$ cat src/rtl/switch_bounce_gen.sv
// rtl/switch_bounce_gen.sv - emulated bouncing mechanical switch driven by a clean level
module switch_bounce_gen #(
    parameter int unsigned TICK_M       = 100_000,
    parameter int unsigned MAX_BOUNCE   = 7,
    parameter int unsigned SETTLE_TICKS = 50,
    parameter logic [15:0] SEED         = 16'hACE1
) (
    input  logic clk,
    input  logic reset,
    input  logic level_in,
    input  logic bounce_en,
    output logic sw,
    output logic busy,
    output logic done
);

    localparam int unsigned CW   = $clog2(TICK_M);
    localparam int unsigned SW_W = $clog2(SETTLE_TICKS + 1);

    // An all-zero LFSR would lock up, so a zero seed falls back to the default.
    localparam logic [15:0]     SEED_EFF  = (SEED == 16'h0000) ? 16'hACE1 : SEED;
    localparam logic [CW-1:0]   CNT_LAST  = CW'(TICK_M - 1);
    localparam logic [3:0]      MAXB      = 4'(MAX_BOUNCE);
    localparam logic [SW_W-1:0] SETTLE_LD = SW_W'(SETTLE_TICKS);

    localparam logic [1:0] S_IDLE   = 2'd0;
    localparam logic [1:0] S_BON    = 2'd1;
    localparam logic [1:0] S_BOFF   = 2'd2;
    localparam logic [1:0] S_SETTLE = 2'd3;

    logic [CW-1:0]   cnt_q;
    logic [15:0]     lfsr_q;
    logic [1:0]      state_q,  state_d;
    logic            level_q,  level_d;
    logic            target_q, target_d;
    logic [3:0]      n_q,      n_d;
    logic [2:0]      dwell_q,  dwell_d;
    logic [SW_W-1:0] settle_q, settle_d;
    logic            sw_q,     sw_d;
    logic            busy_q,   busy_d;
    logic            done_q,   done_d;

    logic       tick;
    logic       lfsr_fb;
    logic [3:0] n_start;
    logic [2:0] dwell_ld;

    assign tick     = (cnt_q == CNT_LAST);
    assign lfsr_fb  = lfsr_q[15] ^ lfsr_q[13] ^ lfsr_q[12] ^ lfsr_q[10];
    assign n_start  = bounce_en ? ((lfsr_q[3:0] > MAXB) ? MAXB : lfsr_q[3:0]) : 4'd0;
    assign dwell_ld = {1'b0, lfsr_q[1:0]} + 3'd1;

    // Free-running tick prescaler; never restarted by a transition.
    always_ff @(posedge clk) begin
        if (reset) begin
            cnt_q <= '0;
        end else if (tick) begin
            cnt_q <= '0;
        end else begin
            cnt_q <= cnt_q + CW'(1);
        end
    end

    // Pseudo-random source for bounce count and dwell lengths, advanced once per tick.
    always_ff @(posedge clk) begin
        if (reset) begin
            lfsr_q <= SEED_EFF;
        end else if (tick) begin
            lfsr_q <= {lfsr_q[14:0], lfsr_fb};
        end
    end

    // Transition sequencer: start, bounce on/off phases, settle, then report done.
    always_comb begin
        state_d  = state_q;
        level_d  = level_q;
        target_d = target_q;
        n_d      = n_q;
        dwell_d  = dwell_q;
        settle_d = settle_q;
        sw_d     = sw_q;
        done_d   = 1'b0;
        case (state_q)
            S_IDLE: begin
                if (level_in != level_q) begin
                    target_d = level_in;
                    sw_d     = level_in;
                    n_d      = n_start;
                    if (n_start != 4'd0) begin
                        state_d = S_BON;
                        dwell_d = dwell_ld;
                    end else begin
                        state_d  = S_SETTLE;
                        settle_d = SETTLE_LD;
                    end
                end
            end
            S_BON: begin
                if (tick) begin
                    if (dwell_q == 3'd1) begin
                        if (n_q != 4'd0) begin
                            state_d = S_BOFF;
                            sw_d    = ~target_q;
                            dwell_d = dwell_ld;
                        end else begin
                            state_d  = S_SETTLE;
                            sw_d     = target_q;
                            settle_d = SETTLE_LD;
                        end
                    end else begin
                        dwell_d = dwell_q - 3'd1;
                    end
                end
            end
            S_BOFF: begin
                if (tick) begin
                    if (dwell_q == 3'd1) begin
                        state_d = S_BON;
                        sw_d    = target_q;
                        n_d     = n_q - 4'd1;
                        dwell_d = dwell_ld;
                    end else begin
                        dwell_d = dwell_q - 3'd1;
                    end
                end
            end
            default: begin
                if (tick) begin
                    if (settle_q == SW_W'(1)) begin
                        state_d = S_IDLE;
                        level_d = target_q;
                        done_d  = 1'b1;
                    end else begin
                        settle_d = settle_q - SW_W'(1);
                    end
                end
            end
        endcase
        busy_d = (state_d != S_IDLE);
    end

    // Sequencer state and registered outputs; reset aborts any transition silently.
    always_ff @(posedge clk) begin
        if (reset) begin
            state_q  <= S_IDLE;
            level_q  <= 1'b0;
            target_q <= 1'b0;
            n_q      <= 4'd0;
            dwell_q  <= 3'd0;
            settle_q <= '0;
            sw_q     <= 1'b0;
            busy_q   <= 1'b0;
            done_q   <= 1'b0;
        end else begin
            state_q  <= state_d;
            level_q  <= level_d;
            target_q <= target_d;
            n_q      <= n_d;
            dwell_q  <= dwell_d;
            settle_q <= settle_d;
            sw_q     <= sw_d;
            busy_q   <= busy_d;
            done_q   <= done_d;
        end
    end

    assign sw   = sw_q;
    assign busy = busy_q;
    assign done = done_q;

endmodule

$ cat config.mk
export PLATFORM = sky130hd
export DESIGN_NAME = switch_bounce_gen
export DESIGN_NICKNAME = d
export VERILOG_FILES = /design/src/rtl/switch_bounce_gen.sv
export SDC_FILE = /design/constraint.sdc
export NUM_CORES = 1
export LEC_CHECK = 0
export CORE_UTILIZATION = 35
export DETAILED_ROUTE_END_ITERATION = 10
export GPL_TIMING_DRIVEN = 0
export PLACE_DENSITY = 0.55
export SLEW_MARGIN = 10
export SYNTH_ARGS = -nofsm -noshare
export SYNTH_HDL_FRONTEND = slang
export SYNTH_SLANG_ARGS = --single-unit
$ cat constraint.sdc
create_clock -name clk -period 2.72 [get_ports clk]
set_input_delay 0.272 -clock clk [delete_from_list [all_inputs] [get_ports clk]]
set_output_delay 0.272 -clock clk [all_outputs]
set_load 0.02 [all_outputs]
Yosys cells after proc, flatten, opt, wreduce, memory -nomap -nowiden

Cells that the tools add are included.

Bits in latches: 0
Bits of input ports: 4
RAM bits: 0
Word-level logic and storage cells: 96
Output and inout port bits: 3
Memories: 0
Register bits: 53
Bits in read-only memories: 0

Bitwise logic cells: 7
Eq/ne operators: 16
Div/mod/pow operators: 0
$lt $le $gt $ge: 1
Multipliers: 0
Shift-type cells: 0
Reduce and logical (&&, ||, !) cells: 16
Add/sub/neg operators: 5
Multiplexer cells: 40

Operators with widths:

| cell                                                                            | number |
|---|---|
| 6-bit 2-to-1 mux                                                                | 7 |
| 3-bit 2-to-1 mux                                                                | 7 |
| 4-bit 2-to-1 mux                                                                | 5 |
| 6-bit one-hot mux with 3 select lines                                           | 1 |
| 17-bit by 1-bit adder with 17-bit output, second input constant                 | 1 |
| 17-bit equality test, second input constant                                     | 1 |
| 2-bit 2-to-1 mux                                                                | 8 |
| 2-bit != test, second input constant                                            | 8 |
| 6-bit AND reduction                                                             | 2 |
| 3-bit one-hot mux with 3 select lines                                           | 1 |
| 1-bit 2-to-1 mux                                                                | 8 |
| 4-bit one-hot mux with 2 select lines                                           | 1 |
| 8-bit AND reduction                                                             | 1 |
| 4-bit nonzero test                                                              | 2 |
| 6-bit by 1-bit equality test with 1-bit output, second input constant           | 1 |
| 2-bit one-hot mux with 3 select lines                                           | 1 |
| 2-bit nonzero test                                                              | 3 |
| 6-bit by 1-bit subtractor with 6-bit output, second input constant              | 1 |
| 5-bit OR reduction                                                              | 1 |
| 4-bit by 3-bit greater-than comparator with 1-bit output, second input constant | 1 |
| 1-bit inverter                                                                  | 4 |
| 4-bit AND reduction                                                             | 1 |
| 4-bit by 1-bit subtractor with 4-bit output, second input constant              | 1 |
| 2-bit by 1-bit adder with 3-bit output, second input constant                   | 1 |
| 15 further kinds                                                                | 17 |

Depth between registers and ports, before layout

Gate-level depths: netlist of the first run.

Depth after elaboration: 8
Depth in mapped cells: 8

Worst setup path before layout of the first run

No wires, ideal clock.

Path type: register to register
From: register cnt_q[0]
To: register dwell_q[0]
Arrival time: 1,803 ps
Path slack: 796 ps
Required time: 2,598 ps
Setup time: 122 ps
Cell stages (with the launch flop): 8
Cells stage by stage: dfxtp_1 > ha_1 > and4_1 > buf_2 > nand4_4 > a211oi_4 > nand2_2 > o311a_1

Word-level cells in the longest chain between the ends: 3

Ends and longest elaborated chain:

| item                                   | line | RTL |
|---|---|---|
| from (decl)                            | 31   | `logic [CW-1:0] cnt_q;` |
| from (signal assigned)                 | 60   | `cnt_q <= cnt_q + CW'(1);` |
| 17-bit equality test *                 | 48   | `assign tick = (cnt_q == CNT_LAST);` |
| 2-bit != test (no source line)         | --   |  |
| 6-bit AND reduction (no source line) * | --   |  |
| to (signal assigned)                   | 159  | `dwell_q <= dwell_d;` |
| to (decl)                              | 37   | `logic [2:0] dwell_q, dwell_d;` |

Every way passes the cells marked *; elsewhere a longest branch is shown, timed or not.
A chain may end at the register's enable or synchronous reset.

Worst setup path in the final report of the first run

From: register cnt_q[0]
To: register busy_q (netlist: busy)

Word-level cells in the longest chain between the ends: 4

Ends and longest elaborated chain:

| item                                    | line         | RTL |
|---|---|---|
| 17-bit equality test *                  | 48           |  |
| 2-bit 2-to-1 mux (on tied branches)     | 128, 116, 99 |  |
| 2-bit one-hot mux with 3 select lines * | 83           | `case (state_q)` |
| 2-bit nonzero test *                    | 139          | `busy_d = (state_d != S_IDLE);` |
| to (signal assigned)                    | 162          | `busy_q <= busy_d;` |
| to (decl)                               | 40           | `logic busy_q, busy_d;` |

Marked as above.

==> impl_metrics.toml, run 1 <==
[place]
dp.cells = 438
hpwl_mm = 4.53
portBuffers = 5
gp_congestion = 0.826

[die]
start_util = 0.363
rows = 32
die_y_um = 91.5
ioPinCount = 7
die_x_um = 91.5
core_um2 = 7730
die_area_um2 = 8380

[drt]
detailroute.via_count = 2369
avgViaCountPerCell = 5.31
wl_per_cell_um = 14.1
drtIter0Drc = 116
dr.pass1.iters = 4
wirelength_mm = 6.27
drc = 0
ant_nets = 0

[finish]
multi_input_area_um2 = 1640
fillers = 810
finalNetCount = 359
areaGrowthSynthToFinish_pct = 9.18
antennaDiodeCount = 0
instances_no_fill = 446
drive_above_1_share = 0.0785
seqCellArea_um2 = 1060

[setup_path]
worstSetupPathType = "reg -> reg"
r2r_slack_ns = 0.42
critPathTopFamily = "compound AO/OA/AOI/OAI gates"
endpoint_kind = "register"
crit_path_start_kind = "register"
r2r-start = "cnt_q[0]"
reg2reg_depth = 8
arrival_ns = 2.46
critPathBufInv = 2
critical_path.endpoint = "busy"
slowest_stage = "a221oi_1"
path_max_fanout = 10
path_cells = "ha_1 > and4_1 > buf_2 > and4_1 > buf_4 > a21oi_1 > a221oi_1 > o32ai_1"
path_depth = 8
cpPeakStageDelay_ns = 0.41
crit_top_cell = "and4_1"
required_ns = 2.88
cp-startpoint = "cnt_q[0]"
rr_endpoint = "busy"

[yosys]
syn_area_um2 = 2810
syn_nets = 347
synth_edf_count = 0
synth_area_per_cell_um2 = 8.48
synth-async-reset-ratio = 0
seq_area_frac_synth = 0.378
syn_inst = 331
synth_cell_types = 59
ys.flop_type = "dfxtp_1"
yosys_warnings = 0
yosys_register_bits = 53

[power]
p_leak_nw = 1.13
powerDensity_nw_per_um2 = 692
vdd_drop_max_v = 0.000235

[sta]
hold_violations = 0
skew_ns = 0.00981
maxSlewHeadroom = 0.608
rsz0062_at_grt = "no"
period_share = 0.846
finalWorstPathRequiredPeriod_ns = 2.30
slew_viol_final = 0
clock.fmax_mhz = 434
finalSetupViolations = 0
worst_pin_slew_ns = 0.589
tns_ns = 0

[clocking]
clkTransAtPathRegs_ns = 0.10
holdBufCountCts = 0
cts_sinks = 53
clk_latency_ns = 0.30
cts_setup_buffers = 0
cts_tree = "built"
numCtsBuffers = 5
h-tree-depth = 2
clock-root-buffer = "clkbuf_8"
clk_path_buf_depth = 2
cts_resized = 0

[status]
outcome = "completed"

[min_path]
hp-start = "reset"
hold_depth = 2
hold_class = "in -> reg"

[global_routing]
grt_max_degree = 15
grt_usage = 0.159
antenna_found_initial = 0
grt_pass1_vias = 2316
grt_first_pass_wirelength_mm = 10.9
gr-total-overflow = 0

[run]
cap_violations = 0
-- cell families after synthesis --
kind of cell    after synthesis  share of synthesized area
compound gates               75                      0.189
xor+xnor                     19                     0.0593
flops                        53                      0.378
simple gates                144                      0.274
mux                           2                    0.00758
buf+inv                      26                     0.0383
fa+ha+maj                    12                     0.0535
-- synthesized netlist by cell type (3+ instances only) --
master / number / area [µm²]
ha_1: 12 / 150
nand3_1: 16 / 80.1
nor2_1: 23 / 86.3
nand2_1: 54 / 203
xor2_1: 10 / 87.6
and3_1: 4 / 25.0
nand2b_1: 5 / 31.3
buf_2: 5 / 25.0
a311oi_1: 5 / 43.8
nor3b_1: 3 / 22.5
nor3_1: 9 / 45.0
and4_1: 4 / 35.0
inv_1: 12 / 45.0
a21oi_1: 27 / 135
o21ai_0: 12 / 60.1
nand4_1: 4 / 25.0
xnor2_1: 9 / 78.8
dfxtp_1: 53 / 1060
a31oi_1: 5 / 31.3
nor2b_1: 4 / 25.0
clkbuf_1: 6 / 22.5
-- power by group --
| group | total, mW | switching, mW | internal, mW |
|---|---|---|---|
| logic | 0.779 | 0.458 | 0.321 |
| clock network | 0.431 | 0.247 | 0.184 |
| registers | 0.912 | 0.0610 | 0.851 |
-- worst reg2reg max path, stage by stage (launching register included) --
cell and delay [ns]:
dfxtp_1 0.38, ha_1 0.25, and4_1 0.21, buf_2 0.18, and4_1 0.26, buf_4 0.20
a21oi_1 0.08, a221oi_1 0.41, o32ai_1 0.20
-- metal layers --
| metal | share of wire | routed length, µm | global-route usage | vias up |
|---|---|---|---|---|
| li1 | - | - | - | 1206 |
| met1 | 0.50 | 3150 | 0.209 | 1126 |
| met2 | 0.45 | 2840 | 0.268 | 28 |
| met3 | 0.033 | 204 | 0.0260 | 9 |
| met4 | 0.013 | 81 | 0.0476 | 0 |
| met5 | 0 | 0 | 0 | - |
-- final cells by class --
cell class                 instances  share of cell area
multi-input combinational        252               0.535
sequential                        53               0.346
tap                              102              0.0416
clock buffer                       8              0.0261
buffer                            14              0.0204
timing repair buffer               5              0.0163
inverter                          12              0.0147
-- flip-flops by register name (all words and copies together), names as in the netlist --
register / cells
cnt_q: 17
sw: 1
target_q: 1
done: 1
lfsr_q: 16
n_q: 4
busy: 1
settle_q: 6
dwell_q: 3
level_q: 1
state_q: 2
-- metrics by stage --
stage | power (mW) | hold slack [ns] | setup slack (ns) | cell area [µm²] | util
2_1_floorplan | 1.51 | 0.429 | 0.796 | 2810 | -
3_3_place_gp | 1.69 | 0.440 | 0.428 | 2980 | 0.386
3_5_place_dp | 1.70 | 0.448 | 0.423 | 2980 | 0.386
4_1_cts | 2.14 | 0.394 | 0.395 | 3060 | 0.397
5_1_grt | 2.27 | 0.456 | 0.267 | 3060 | 0.397
6_report | 2.12 | 0.396 | 0.418 | 3060 | 0.397
-- worst min path at each step --
| stage | to |
|---|---|
| 2_1_floorplan | target_q |
| 3_3_place_gp | lfsr_q[8] |
| 3_5_place_dp | lfsr_q[8] |
| 4_1_cts | settle_q[4] |
| 5_1_grt | settle_q[4] |
| 6_report | settle_q[4] |
-- cells in the final DEF, fill, tap and decap left out, drive strengths merged, types with 4 or more instances in the layout --
master         instances
nand2                 55
buf                    8
a21oi                 27
clkdlybuf4s50          5
and4                   4
nor2                  23
nor3                   9
xnor2                  9
inv                   12
and3                   4
a311oi                 5
dfxtp                 53
ha                    12
nand3                 16
nand4                  5
o21ai                 13
clkbuf                14
nor2b                  4
xor2                  10
nand2b                 5
a31oi                  5
(Power assumes the default switching activity.)
==> run 2, diff against run 1 <==
--- a/config.mk
+++ b/config.mk
@@ -8,7 +8,7 @@
 export CORE_UTILIZATION = 35
 export DETAILED_ROUTE_END_ITERATION = 10
 export GPL_TIMING_DRIVEN = 0
-export PLACE_DENSITY = 0.55
+export PLACE_DENSITY = 0.57
 export SLEW_MARGIN = 10
 export SYNTH_ARGS = -nofsm -noshare
 export SYNTH_HDL_FRONTEND = slang
==> constraint.sdc (replaced) <==
create_clock -name clk -period 2.1 [get_ports clk]
set_input_delay 0.21 -clock clk [delete_from_list [all_inputs] [get_ports clk]]
set_output_delay 0.21 -clock clk [all_outputs]
set_load 0.02 [all_outputs]
==> run 2 against run 1 <==
Against the previous run:
- global-route usage fell by 0.36 points
- final area rose by 3.9%
- largest power group unchanged
- highest routed layer unchanged
- total power rose by 40%
- combinational power rose by 37%
- first-iteration DRC count rose by 13%
- critical path depth fell by 1
==> impl_metrics.toml, run 2 (synthesis gave the netlist of run 1 again) <==
[finish]
final_area_um2 = 3180
top_regs = "cnt_q: 17 flops, lfsr_q: 16 flops, settle_q: 6 flops"
seqCellArea_um2 = 1070
utilization = 0.412
largest_register_ffs = 17
multi_input_area_um2 = 1680
top_register = "cnt_q"
drive_above_1_share = 0.127
final_cell_mix = "54 x nand2_1, 51 x dfxtp_1, 26 x a21oi_1, 23 x nor2_1, 16 x nand3_1"
antennaDiodeCount = 0
instances_no_fill = 448
finalNetCount = 361
final_common_cell = "nand2_1"
fillers = 799
areaGrowthSynthToFinish_pct = 13.5

[sta]
slew_viol_final = 0
finalWorstPathRequiredPeriod_ns = 1.99
tns_ns = 0
maxSlewHeadroom = 0.628
finalSetupViolations = 0
skew_ns = 0.00850
rsz0062_at_grt = "no"
period_share = 0.949
hold_violations = 0
fin_ws_ns = 0.106
fin_hold_ws_ns = 0.311
worst_pin_slew_ns = 0.558
clock.fmax_mhz = 502

[power]
powerDensity_nw_per_um2 = 934
finalPower_mw = 2.97
p_leak_nw = 1.17
vdd_drop_max_v = 0.000457

[drt]
dr.pass1.iters = 4
drtIter0Drc = 131
wirelength_mm = 6.07
ant_nets = 0
drc = 0
detailroute.via_count = 2351
wl_per_cell_um = 13.6
avgViaCountPerCell = 5.25

[setup_path]
worstSetupPathType = "reg -> reg"
required_ns = 2.34
crit_path_start_kind = "register"
r2r-start = "state_q[1]"
arrival_ns = 2.23
rr_endpoint = "sw"
r2r_slack_ns = 0.11
reg2reg_depth = 7
endpoint_kind = "register"
path_max_fanout = 5

[die]
die_x_um = 91.5
die_y_um = 91.5
ioPinCount = 7
start_util = 0.363
core_um2 = 7730
die_area_um2 = 8380
rows = 32

[clocking]
clkTransAtPathRegs_ns = 0.09
h-tree-depth = 2
clock-root-buffer = "clkbuf_8"
clk_path_buf_depth = 2
numCtsBuffers = 5
cts_tree = "built"
cts_sinks = 53
clk_latency_ns = 0.30

[min_path]
hold_end = "settle_q[4]"
hold_class = "in -> reg"
hold_depth = 2
hp-start = "reset"

[run]
cap_violations = 0

[global_routing]
grt_pass1_vias = 2203
grt_max_degree = 16
gr-usage-met3 = 0.0201
antenna_found_initial = 0
grt_use_met2 = 0.253
grt_first_pass_wirelength_mm = 10.5
grt_usage = 0.156
gr-total-overflow = 0
grt-busiest-layer = "met2"
met1_usage = 0.214

[place]
post_dp_cell_area_um2 = 2980
dp.cells = 438
gp_congestion = 0.840
dp_slack_ns = -0.145
portBuffers = 5
hpwl_mm = 4.37

[status]
outcome = "completed"
-- run 2: cell types whose count changed in the layout (fill, tap and decap cells not counted), sizes merged --
cell	before	now
clkbuf	14	15
bufinv	0	1
-- run 2: critical path, cell delays in order (launching register included) --
cell,delay [ns]
dfxtp_1,0.35
inv_1,0.15
ha_1,0.27
nor4bb_2,0.32
o21ai_0,0.12
a31oi_1,0.15
or3b_2,0.44
a21oi_1,0.12
-- run 2: cell type report --
cell class,instances,share of cell area
clock inverter,1,0.00943
clock buffer,7,0.0271
timing repair buffer,7,0.0204
inverter,12,0.0141
multi-input combinational,252,0.528
tap,102,0.0401
sequential,53,0.336
buffer,14,0.0251
-- run 2: power by group --
part / switching [mW] / internal, mW / leakage [nW]
Sequential: 0.0835 / 1.10 / 0.432
Combinational: 0.609 / 0.461 / 0.685
Clock: 0.328 / 0.389 / 0.0585
-- run 2: metal layers --
metal,up-vias,routed length (µm)
met1,1118,3010
met4,0,72
met5,-,0
li1,1212,-
met2,16,2890
met3,5,106
-- run 2: worst max-delay path by stage --
stage	start	cells after the start	slack, ns	endpoint
6_report	state_q[1]	7	0.11	sw
5_1_grt	state_q[1]	7	0.004	settle_q[2]
4_1_cts	cnt_q[1]	8	0.01	busy
3_5_place_dp	cnt_q[0]	8	-0.15	busy
3_3_place_gp	cnt_q[0]	8	-0.18	busy
2_1_floorplan	cnt_q[0]	7	0.18	dwell_q[0]
-- run 2: timing repair --
| action | CTS | global route |
|---|---|---|
| cloned | 0 | 0 |
| hold buffers | 0 | 0 |
| gates resized for setup | 6 | 17 |
| pin swaps | 2 | 2 |
| setup endpoints to repair | 28 | 35 |
| buffers inserted | 1 | 1 |
==> run 3, diff against run 2 <==
--- a/config.mk
+++ b/config.mk
@@ -6,6 +6,7 @@
 export NUM_CORES = 1
 export LEC_CHECK = 0
 export CORE_UTILIZATION = 35
+export CTS_BUF_LIST = sky130_fd_sc_hd__clkbuf_4 sky130_fd_sc_hd__clkbuf_8
 export DETAILED_ROUTE_END_ITERATION = 10
 export GPL_TIMING_DRIVEN = 0
 export PLACE_DENSITY = 0.57
==> run 3 against run 2 <==
Against the previous run:
- setup slack gained 0.00098 ns
- via count grew 0.13%
- cell count is the same
- clock power grew 2%
- flip-flop and latch count is the same
- global-route usage is the same
- core utilization is essentially flat
- maximum frequency is essentially flat
- clock skew is essentially flat
- routed wire length is essentially flat
==> impl_metrics.toml, run 3 (synthesis gave the netlist of run 1 again) <==
[finish]
final_cell_mix = "54 x nand2_1, 51 x dfxtp_1, 26 x a21oi_1, 23 x nor2_1, 16 x nand3_1"
antennaDiodeCount = 0
top_regs = "cnt_q: 17 flops, lfsr_q: 16 flops, settle_q: 6 flops"
seqCellArea_um2 = 1070
multi_input_area_um2 = 1680
drive_above_1_share = 0.130
areaGrowthSynthToFinish_pct = 13.6
top_register = "cnt_q"
finalNetCount = 361
fillers = 799
instances_no_fill = 448
largest_register_ffs = 17
final_common_cell = "nand2_1"

[drt]
wirelength_mm = 6.07
dr.pass1.iters = 4
ant_nets = 0
detailroute.via_count = 2354
wl_per_cell_um = 13.6
avgViaCountPerCell = 5.25
drc = 0
drtIter0Drc = 125

[die]
ioPinCount = 7
core_um2 = 7730
die_y_um = 91.5
die_area_um2 = 8380
rows = 32
die_x_um = 91.5
start_util = 0.363

[sta]
skew_ns = 0.00850
finalWorstPathRequiredPeriod_ns = 1.99
maxSlewHeadroom = 0.630
fin_ws_ns = 0.107
fin_hold_ws_ns = 0.317
worst_pin_slew_ns = 0.556
slew_viol_final = 0
tns_ns = 0
hold_violations = 0
period_share = 0.949
clock.fmax_mhz = 502
finalSetupViolations = 0
rsz0062_at_grt = "no"

[global_routing]
grt_first_pass_wirelength_mm = 10.5
grt_pass1_vias = 2205
antenna_found_initial = 0
grt_max_degree = 16
gr-total-overflow = 0
grt_usage = 0.156

[status]
outcome = "completed"

[power]
p_leak_nw = 1.18
vdd_drop_max_v = 0.000458
powerDensity_nw_per_um2 = 937
finalPower_mw = 2.99

[clocking]
cts_sinks = 53
h-tree-depth = 2
clk_path_buf_depth = 2
clock-root-buffer = "clkbuf_8"
clkTransAtPathRegs_ns = 0.09
numCtsBuffers = 5
cts_tree = "built"
holdBufCountCts = 0
clk_latency_ns = 0.30

[setup_path]
endpoint_kind = "register"
required_ns = 2.34
reg2reg_depth = 7
arrival_ns = 2.23
path_cells = "inv_1 > ha_1 > nor4bb_2 > o21ai_0 > a31oi_1 > or3b_2 > a21oi_1"
r2r_slack_ns = 0.11
rr_endpoint = "sw"
cpPeakStageDelay_ns = 0.44
worstSetupPathType = "reg -> reg"
crit_path_start_kind = "register"
r2r-start = "state_q[1]"
path_max_fanout = 5
critPathBufInv = 1
slowest_stage = "or3b_2"
critPathTopFamily = "simple AND/OR/NAND/NOR gates"

[min_path]
hp-start = "reset"
hold_depth = 2
hold_end = "settle_q[4]"
hold_class = "in -> reg"

[place]
hpwl_mm = 4.37
dp.cells = 438
dp_slack_ns = -0.145
gp_congestion = 0.840
portBuffers = 5

[run]
cap_violations = 0
[run 3: changes by cell type in the layout (fill, tap and decap cells not counted)]
| cell | change |
|---|---|
| clkbuf_1 | -1 |
| clkbuf_4 | +1 |
[run 3: stage by stage]
step	util	cell area, µm²
finish	0.413	3190
global route	0.413	3190
CTS	0.405	3130
detailed placement	0.386	2980
global placement	0.386	2980
floorplan	-	2810
[run 3: metal layers]
metal	part of all wire	track usage	wire, µm
met5	0	0	0
met4	0.012	0.0476	72
met3	0.023	0.0201	137
met2	0.47	0.254	2870
met1	0.49	0.213	2990
[run 3: what timing repair did]
| item | 4_1_cts | 5_1_grt |
|---|---|---|
| endpoints found under the setup margin | 28 | 35 |
| pin swaps | 2 | 2 |
| gates cloned | 0 | 0 |
| buffers inserted | 1 | 1 |
| resized for setup | 6 | 17 |
| hold endpoints to repair | 0 | 0 |
[run 3: how the worst max path moves through the flow]
stage,start,endpoint,slack [ns],cells past startpoint
after floorplan,cnt_q[0],dwell_q[0],0.18,7
final,state_q[1],sw,0.11,7
after global placement,cnt_q[0],busy,-0.18,8
after CTS,cnt_q[1],busy,0.01,8
after detailed placement,cnt_q[0],busy,-0.15,8
after global routing,state_q[1],settle_q[2],0.004,7
[run 3: layout make-up]
cell class,count,area share
Buffer,14,0.0251
Inverter,12,0.0141
Multi-Input combinational cell,252,0.527
Sequential cell,53,0.335
Clock inverter,1,0.00942
Timing Repair Buffer,7,0.0204
Tap cell,102,0.0400
Clock buffer,7,0.0283
[run 3: worst reg2reg max path, stage by stage (launching register included)]
cell	delay, ns
dfxtp_1	0.35
inv_1	0.15
ha_1	0.28
nor4bb_2	0.32
o21ai_0	0.12
a31oi_1	0.15
or3b_2	0.44
a21oi_1	0.12
[run 3: where the power goes]
part / switching [mW] / internal [mW] / total [mW]
combinational: 0.608 / 0.462 / 1.07
sequential: 0.0837 / 1.10 / 1.19
clock: 0.329 / 0.402 / 0.731
total: 1.02 / 1.97 / 2.99
